File: src/rtl/uart_rx_fifo.sv
// uart_rx_fifo: oversampling UART receiver feeding a circular receive FIFO, all on one clock.
//
// Build option: define UART_RX_PARITY_EN to expect and check one parity bit after the data
// bits (even or odd per ODD_PARITY). Without it there is no parity bit and parity_err is 0.
//
// Ports:
//   clk        system clock
//   reset      synchronous, active-high reset
//   rx         asynchronous serial input, idle high
//   rd_en      pop request, ignored while empty
//   clear_err  clears the sticky error flags (a same-cycle new error wins)
//   rd_data    popped word, registered (valid with rd_valid, one cycle after rd_en)
//   rd_valid   one-cycle pulse marking rd_data
//   empty      FIFO holds no entries
//   full       FIFO holds FIFO_DEPTH entries
//   count      current occupancy
//   overflow   sticky: a received frame was dropped because the FIFO was full
//   frame_err  sticky: stop bit sampled low (frame discarded)
//   parity_err sticky: parity mismatch (frame still stored)
module uart_rx_fifo #(
  parameter int unsigned CLK_DIV    = 13,
  parameter int unsigned OVERSAMPLE = 16,
  parameter int unsigned DATA_BITS  = 8,
  parameter int unsigned FIFO_DEPTH = 512,
  parameter int unsigned ODD_PARITY = 0
) (
  input  logic                          clk,
  input  logic                          reset,
  input  logic                          rx,
  input  logic                          rd_en,
  input  logic                          clear_err,
  output logic [DATA_BITS-1:0]          rd_data,
  output logic                          rd_valid,
  output logic                          empty,
  output logic                          full,
  output logic [$clog2(FIFO_DEPTH):0]   count,
  output logic                          overflow,
  output logic                          frame_err,
  output logic                          parity_err
);

  localparam int unsigned PtrW = $clog2(FIFO_DEPTH);
  localparam int unsigned DivW = $clog2(CLK_DIV);
  localparam int unsigned OsW  = $clog2(OVERSAMPLE);
  localparam int unsigned BitW = $clog2(DATA_BITS);

  localparam logic [DivW-1:0] DivLast  = DivW'(CLK_DIV - 1);
  localparam logic [OsW-1:0]  OsHalf   = OsW'(OVERSAMPLE / 2 - 1);
  localparam logic [OsW-1:0]  OsLast   = OsW'(OVERSAMPLE - 1);
  localparam logic [BitW-1:0] BitLast  = BitW'(DATA_BITS - 1);
  localparam logic [PtrW:0]   DepthCnt = (PtrW + 1)'(FIFO_DEPTH);

`ifdef UART_RX_PARITY_EN
  typedef enum logic [2:0] {StIdle, StStart, StData, StParity, StStop} state_e;
`else
  typedef enum logic [2:0] {StIdle, StStart, StData, StStop} state_e;
`endif

  // ---------------------------------------------------------------------------
  // Input synchroniser and falling-edge detect
  // ---------------------------------------------------------------------------
  logic rx_meta, rx_sync, rx_prev;
  logic rx_fall;

  always_ff @(posedge clk) begin
    if (reset) begin
      rx_meta <= 1'b1;
      rx_sync <= 1'b1;
      rx_prev <= 1'b1;
    end else begin
      rx_meta <= rx;
      rx_sync <= rx_meta;
      rx_prev <= rx_sync;
    end
  end

  assign rx_fall = rx_prev & ~rx_sync;

  // ---------------------------------------------------------------------------
  // Receive FSM with tick and oversample counters
  // ---------------------------------------------------------------------------
  state_e              state_q, state_d;
  logic [DivW-1:0]     clk_cnt_q, clk_cnt_d;
  logic [OsW-1:0]      os_cnt_q, os_cnt_d;
  logic [BitW-1:0]     bit_cnt_q, bit_cnt_d;
  logic [DATA_BITS-1:0] shift_q, shift_d;
  logic                push_q, push_d;
  logic                tick, sample;
  logic                frame_set, parity_set;

  assign tick = (clk_cnt_q == DivLast);
  // START samples mid start bit; every later bit is one full bit period on.
  assign sample = tick && (os_cnt_q == ((state_q == StStart) ? OsHalf : OsLast));

  always_comb begin
    state_d    = state_q;
    clk_cnt_d  = tick ? '0 : clk_cnt_q + DivW'(1);
    os_cnt_d   = os_cnt_q;
    bit_cnt_d  = bit_cnt_q;
    shift_d    = shift_q;
    push_d     = 1'b0;
    frame_set  = 1'b0;
    parity_set = 1'b0;

    if (state_q != StIdle && tick) begin
      os_cnt_d = sample ? '0 : os_cnt_q + OsW'(1);
    end

    unique case (state_q)
      StIdle: begin
        if (rx_fall) begin
          state_d   = StStart;
          clk_cnt_d = '0;
          os_cnt_d  = '0;
          bit_cnt_d = '0;
        end
      end
      StStart: begin
        // Line back high at mid start bit: a glitch, quietly ignore it.
        if (sample) state_d = rx_sync ? StIdle : StData;
      end
      StData: begin
        if (sample) begin
          shift_d = {rx_sync, shift_q[DATA_BITS-1:1]};
          if (bit_cnt_q == BitLast) begin
            bit_cnt_d = '0;
`ifdef UART_RX_PARITY_EN
            state_d   = StParity;
`else
            state_d   = StStop;
`endif
          end else begin
            bit_cnt_d = bit_cnt_q + BitW'(1);
          end
        end
      end
`ifdef UART_RX_PARITY_EN
      StParity: begin
        if (sample) begin
          state_d    = StStop;
          parity_set = (rx_sync != ((^shift_q) ^ (ODD_PARITY != 0)));
        end
      end
`endif
      StStop: begin
        // Leave mid stop bit so the next start edge is never missed.
        if (sample) begin
          state_d = StIdle;
          if (rx_sync) push_d    = 1'b1;
          else         frame_set = 1'b1;
        end
      end
      default: state_d = StIdle;
    endcase
  end

  always_ff @(posedge clk) begin
    if (reset) begin
      state_q   <= StIdle;
      clk_cnt_q <= '0;
      os_cnt_q  <= '0;
      bit_cnt_q <= '0;
      shift_q   <= '0;
      push_q    <= 1'b0;
    end else begin
      state_q   <= state_d;
      clk_cnt_q <= clk_cnt_d;
      os_cnt_q  <= os_cnt_d;
      bit_cnt_q <= bit_cnt_d;
      shift_q   <= shift_d;
      push_q    <= push_d;
    end
  end

  // ---------------------------------------------------------------------------
  // Receive FIFO. shift_q holds the completed frame during the push cycle.
  // ---------------------------------------------------------------------------
  logic [DATA_BITS-1:0] mem [FIFO_DEPTH];
  logic [PtrW-1:0]      wr_ptr_q, rd_ptr_q;
  logic [PtrW:0]        count_q;
  logic                 pop, push_ok;

  assign empty   = (count_q == '0);
  assign full    = (count_q == DepthCnt);
  assign count   = count_q;
  assign pop     = rd_en & ~empty;
  // A pop in the same cycle frees the slot the push needs.
  assign push_ok = push_q & (~full | pop);

  always_ff @(posedge clk) begin
    if (push_ok) mem[wr_ptr_q] <= shift_q;
  end

  always_ff @(posedge clk) begin
    if (reset) begin
      wr_ptr_q <= '0;
      rd_ptr_q <= '0;
      count_q  <= '0;
      rd_data  <= '0;
      rd_valid <= 1'b0;
    end else begin
      rd_valid <= pop;
      if (pop) begin
        rd_data  <= mem[rd_ptr_q];
        rd_ptr_q <= rd_ptr_q + PtrW'(1);
      end
      if (push_ok) wr_ptr_q <= wr_ptr_q + PtrW'(1);
      if (push_ok && !pop)      count_q <= count_q + (PtrW + 1)'(1);
      else if (!push_ok && pop) count_q <= count_q - (PtrW + 1)'(1);
    end
  end

  // ---------------------------------------------------------------------------
  // Sticky error flags: a new error takes priority over clear_err.
  // ---------------------------------------------------------------------------
  always_ff @(posedge clk) begin
    if (reset) begin
      overflow  <= 1'b0;
      frame_err <= 1'b0;
    end else begin
      if (push_q && full && !pop) overflow <= 1'b1;
      else if (clear_err)         overflow <= 1'b0;
      if (frame_set)              frame_err <= 1'b1;
      else if (clear_err)         frame_err <= 1'b0;
    end
  end

`ifdef UART_RX_PARITY_EN
  always_ff @(posedge clk) begin
    if (reset)           parity_err <= 1'b0;
    else if (parity_set) parity_err <= 1'b1;
    else if (clear_err)  parity_err <= 1'b0;
  end
`else
  assign parity_err = 1'b0;
`endif

endmodule

File: config.mk
export PLATFORM = sky130hd
export DESIGN_NAME = uart_rx_fifo
export DESIGN_NICKNAME = d
export VERILOG_FILES = /design/src/rtl/uart_rx_fifo.sv
export SDC_FILE = /design/constraint.sdc
export NUM_CORES = 2
export LEC_CHECK = 0
export CORE_MARGIN = 2
export CORE_UTILIZATION = 53
export CTS_CLUSTER_SIZE = 12
export DETAILED_ROUTE_END_ITERATION = 12
export PLACE_DENSITY_LB_ADDON = 0.25
export SLEW_MARGIN = 20
export SYNTH_ARGS = -nofsm -noshare
export SYNTH_HDL_FRONTEND = slang
export SYNTH_SLANG_ARGS = --single-unit
File: constraint.sdc
create_clock -name clk -period 9.3 [get_ports clk]
set_clock_uncertainty 0.2 [all_clocks]
set_input_delay 1.395 -clock clk [delete_from_list [all_inputs] [get_ports clk]]
set_output_delay 1.395 -clock clk [all_outputs]
set_load 0.01 [all_outputs]
==> results.md <==
- Run status: finished, final reports clean
- Register bit total from synthesis: 4160
- Via-to-Cell Ratio: 6.77
- Met3 Use GR: 7.65%
- DR vias: 82100
- Boundary pin count: 29
- Crit start category: flip-flop
- Synthesized instance count: 7648
- Die H: 557 um
- Post-CTS resize count: 0
- Fin crit period: 5.84 ns
- Synth warn: 0
- RSZ-0062 raised after global routing: no
- Total power: 42.5 mW
- Most common cell after layout, fill and taps aside: edfxtp_1
- Post-CTS setup buffer count: 0
- Max-slew violation count: 0
- Arrival @ worst endpoint: 6.47 ns
- RePlAce Congestion: 0.878
- Global route overflow: 0
- Initial antenna violation count: 18
- Synth area leaders: edfxtp_1 76%, mux4_2 14%, mux2i_1 1.8%, nor2_1 1.4%, dfxtp_1 0.79%
- Syn Nets: 7674
- Crit end category: flip-flop
- Final setup fails: 0
- Met2 Usage GRT: 43.6%
- Worst skew pair latency: 0.93 ns
- Fin. Hold Viols: 0
- Sequential share of the synthesized area: 76.7%
- Largest net degree at the start of global routing: 191
- I/O Buffers: 27
- Clock buffer depth: 4
- Post-detailed-route wirelength per cell: 36.8 um
- Post-synth EDFFs: 4096
- DRT iter0 DRCs: 13400
- Gr busiest metal: met2
- Commonest non-fill, non-tap cells in the layout: 4096 x edfxtp_1, 971 x mux4_2, 603 x nor2_1
- Worst-Margin Slew: 1.31 ns
- Die footprint: 0.310 mm^2
- Max_cap viols: 0
- Ys async rst share: 0%
- Routed Wire Length: 447000 um
- Setup tns final: 0 ns
- CTS sink cnt: 4160
- TritonCTS clock tree: built
- Rows: 202
- Die X: 557 um
- Area Overhead vs Synth: 10.2%
- Crit path kind: reg2reg
- Critical Path RT: 9.93 ns
- Reg clk slew, reported paths: 0.06 ns
- Met1 usage: 40.3%
- Period utilisation layout: 62.8%
- Gr usage total: 28.8%
- Antenna-violating nets left: 0
- Fin nets: 7820
- Placed wire-length estimate: 261000 um
- Dominant synthesized flop cell: edfxtp_1
- Mapped Area: 0.162 mm^2
- Top cell type's share of synthesized area: 75.9%
- Yosys cell types: 87
- Pwr per Cell Area: 238 mW/mm^2
- Worst-path fanout max: 72
- Setup ws final: 3.46 ns
- CTS Hold Bufs: 0
- Clk root buf: clkbuf_16
- Core area: 0.304 mm^2
- Slew margin rel.: 13.0%
- First-pass GRT wire length: 626000 um
- Hold Path Class: reg2reg
- Layout cells sized above 1: 21.8%
- Max H-tree Level: 5
- P_leak: 55.1 nW
- Post-Place Setup Slack: 3.41 ns
- DR pass1 iterations: 6
- Fmax: 0.171 GHz
- Synth area leader: edfxtp_1
- Peak VDD IR: 0.000175 V
- DRC: 0
- Synth Area per Inst: 21.2 um^2
- Initial Util: 53.4%
- Number of global-route vias before repair: 80800
- TritonCTS buffer count: 416
## synthesized netlist by cell type (all sizes together), types with 48 or more instances
cell type / instances
nand3: 48
buf: 256
nand2: 179
edfxtp: 4096
mux4: 983
dfxtp: 64
a22oi: 141
mux2i: 287
clkbuf: 221
nor2: 622
o21ai: 68
a221oi: 59
a21oi: 139
## routing by layer
metal  routed length [um]  vias up
li1                     -    32100
met1               165000    43200
met2               205000     5888
met3                56300      913
met4                20000       10
met5                   86        -
## critical path: stages, from the launching register on
cell       delay, ns
dfxtp_4         0.95
buf_12          0.52
buf_4           0.82
mux4_2          0.61
mux4_2          0.54
nand2_1         0.12
a21oi_1         0.22
a2111oi_1       0.85
o311ai_1        0.54
o311a_1         0.27
## power by group
| group | total [mW] | switching (mW) | internal (mW) |
|---|---|---|---|
| Clock | 15.3 | 6.73 | 8.57 |
| Combinational | 6.81 | 3.54 | 3.28 |
| Sequential | 20.4 | 0.127 | 20.3 |
| Total | 42.5 | 10.4 | 32.1 |
## cell type report
type / instances / area (um^2)
tap: 4080 / 5100
multi-input combinational: 2988 / 34900
clock buffer: 560 / 11300
antenna: 12 / 30.0
sequential: 4160 / 124000
inverter: 22 / 96.3
timing repair buffer: 206 / 1970
clock inverter: 100 / 741
fill: 21200 / 125000
## state kept, by name, indices dropped and copies added, names as in the netlist, 2 cells and up
register,cells
rd_data,8
count,10
clk_cnt_q,4
bit_cnt_q,3
shift_q,8
wr_ptr_q,9
mem,4096
rd_ptr_q,9
state_q,2
os_cnt_q,4
## kinds of logic after synthesis
family | synth area share [%]
xor gates and xnor gates | 0.119
other | 0.00232
buffers and inverters | 1.89
AOI/OAI and AO/OA | 2.98
muxes | 15.6
DFF | 76.7
adders and majority gates | 0.167
and+or+nand+nor | 2.53
## stage by stage
stage                     cell area, um^2  std cells  util, %  hold slack [ns]
after global placement             166000      11500     54.8            0.202
final                              178000      12100     58.8            0.226
after CTS                          178000      12100     58.8            0.237
after detailed placement           166000      11500     54.8            0.221
after global routing               178000      12100     58.8            0.239
after floorplan                    162000       7648        -            0.189
## worst paths after layout
kind                end  depth (start not counted)        start  slack (ns)
max reg2reg  rd_data[4]                          9  rd_ptr_q[0]        3.46
min reg2reg     rx_sync                          1      rx_meta        0.23
min             rx_sync                          1      rx_meta        0.23
max          rd_data[4]                          9  rd_ptr_q[0]        3.46
(Power assumes the default switching activity.)
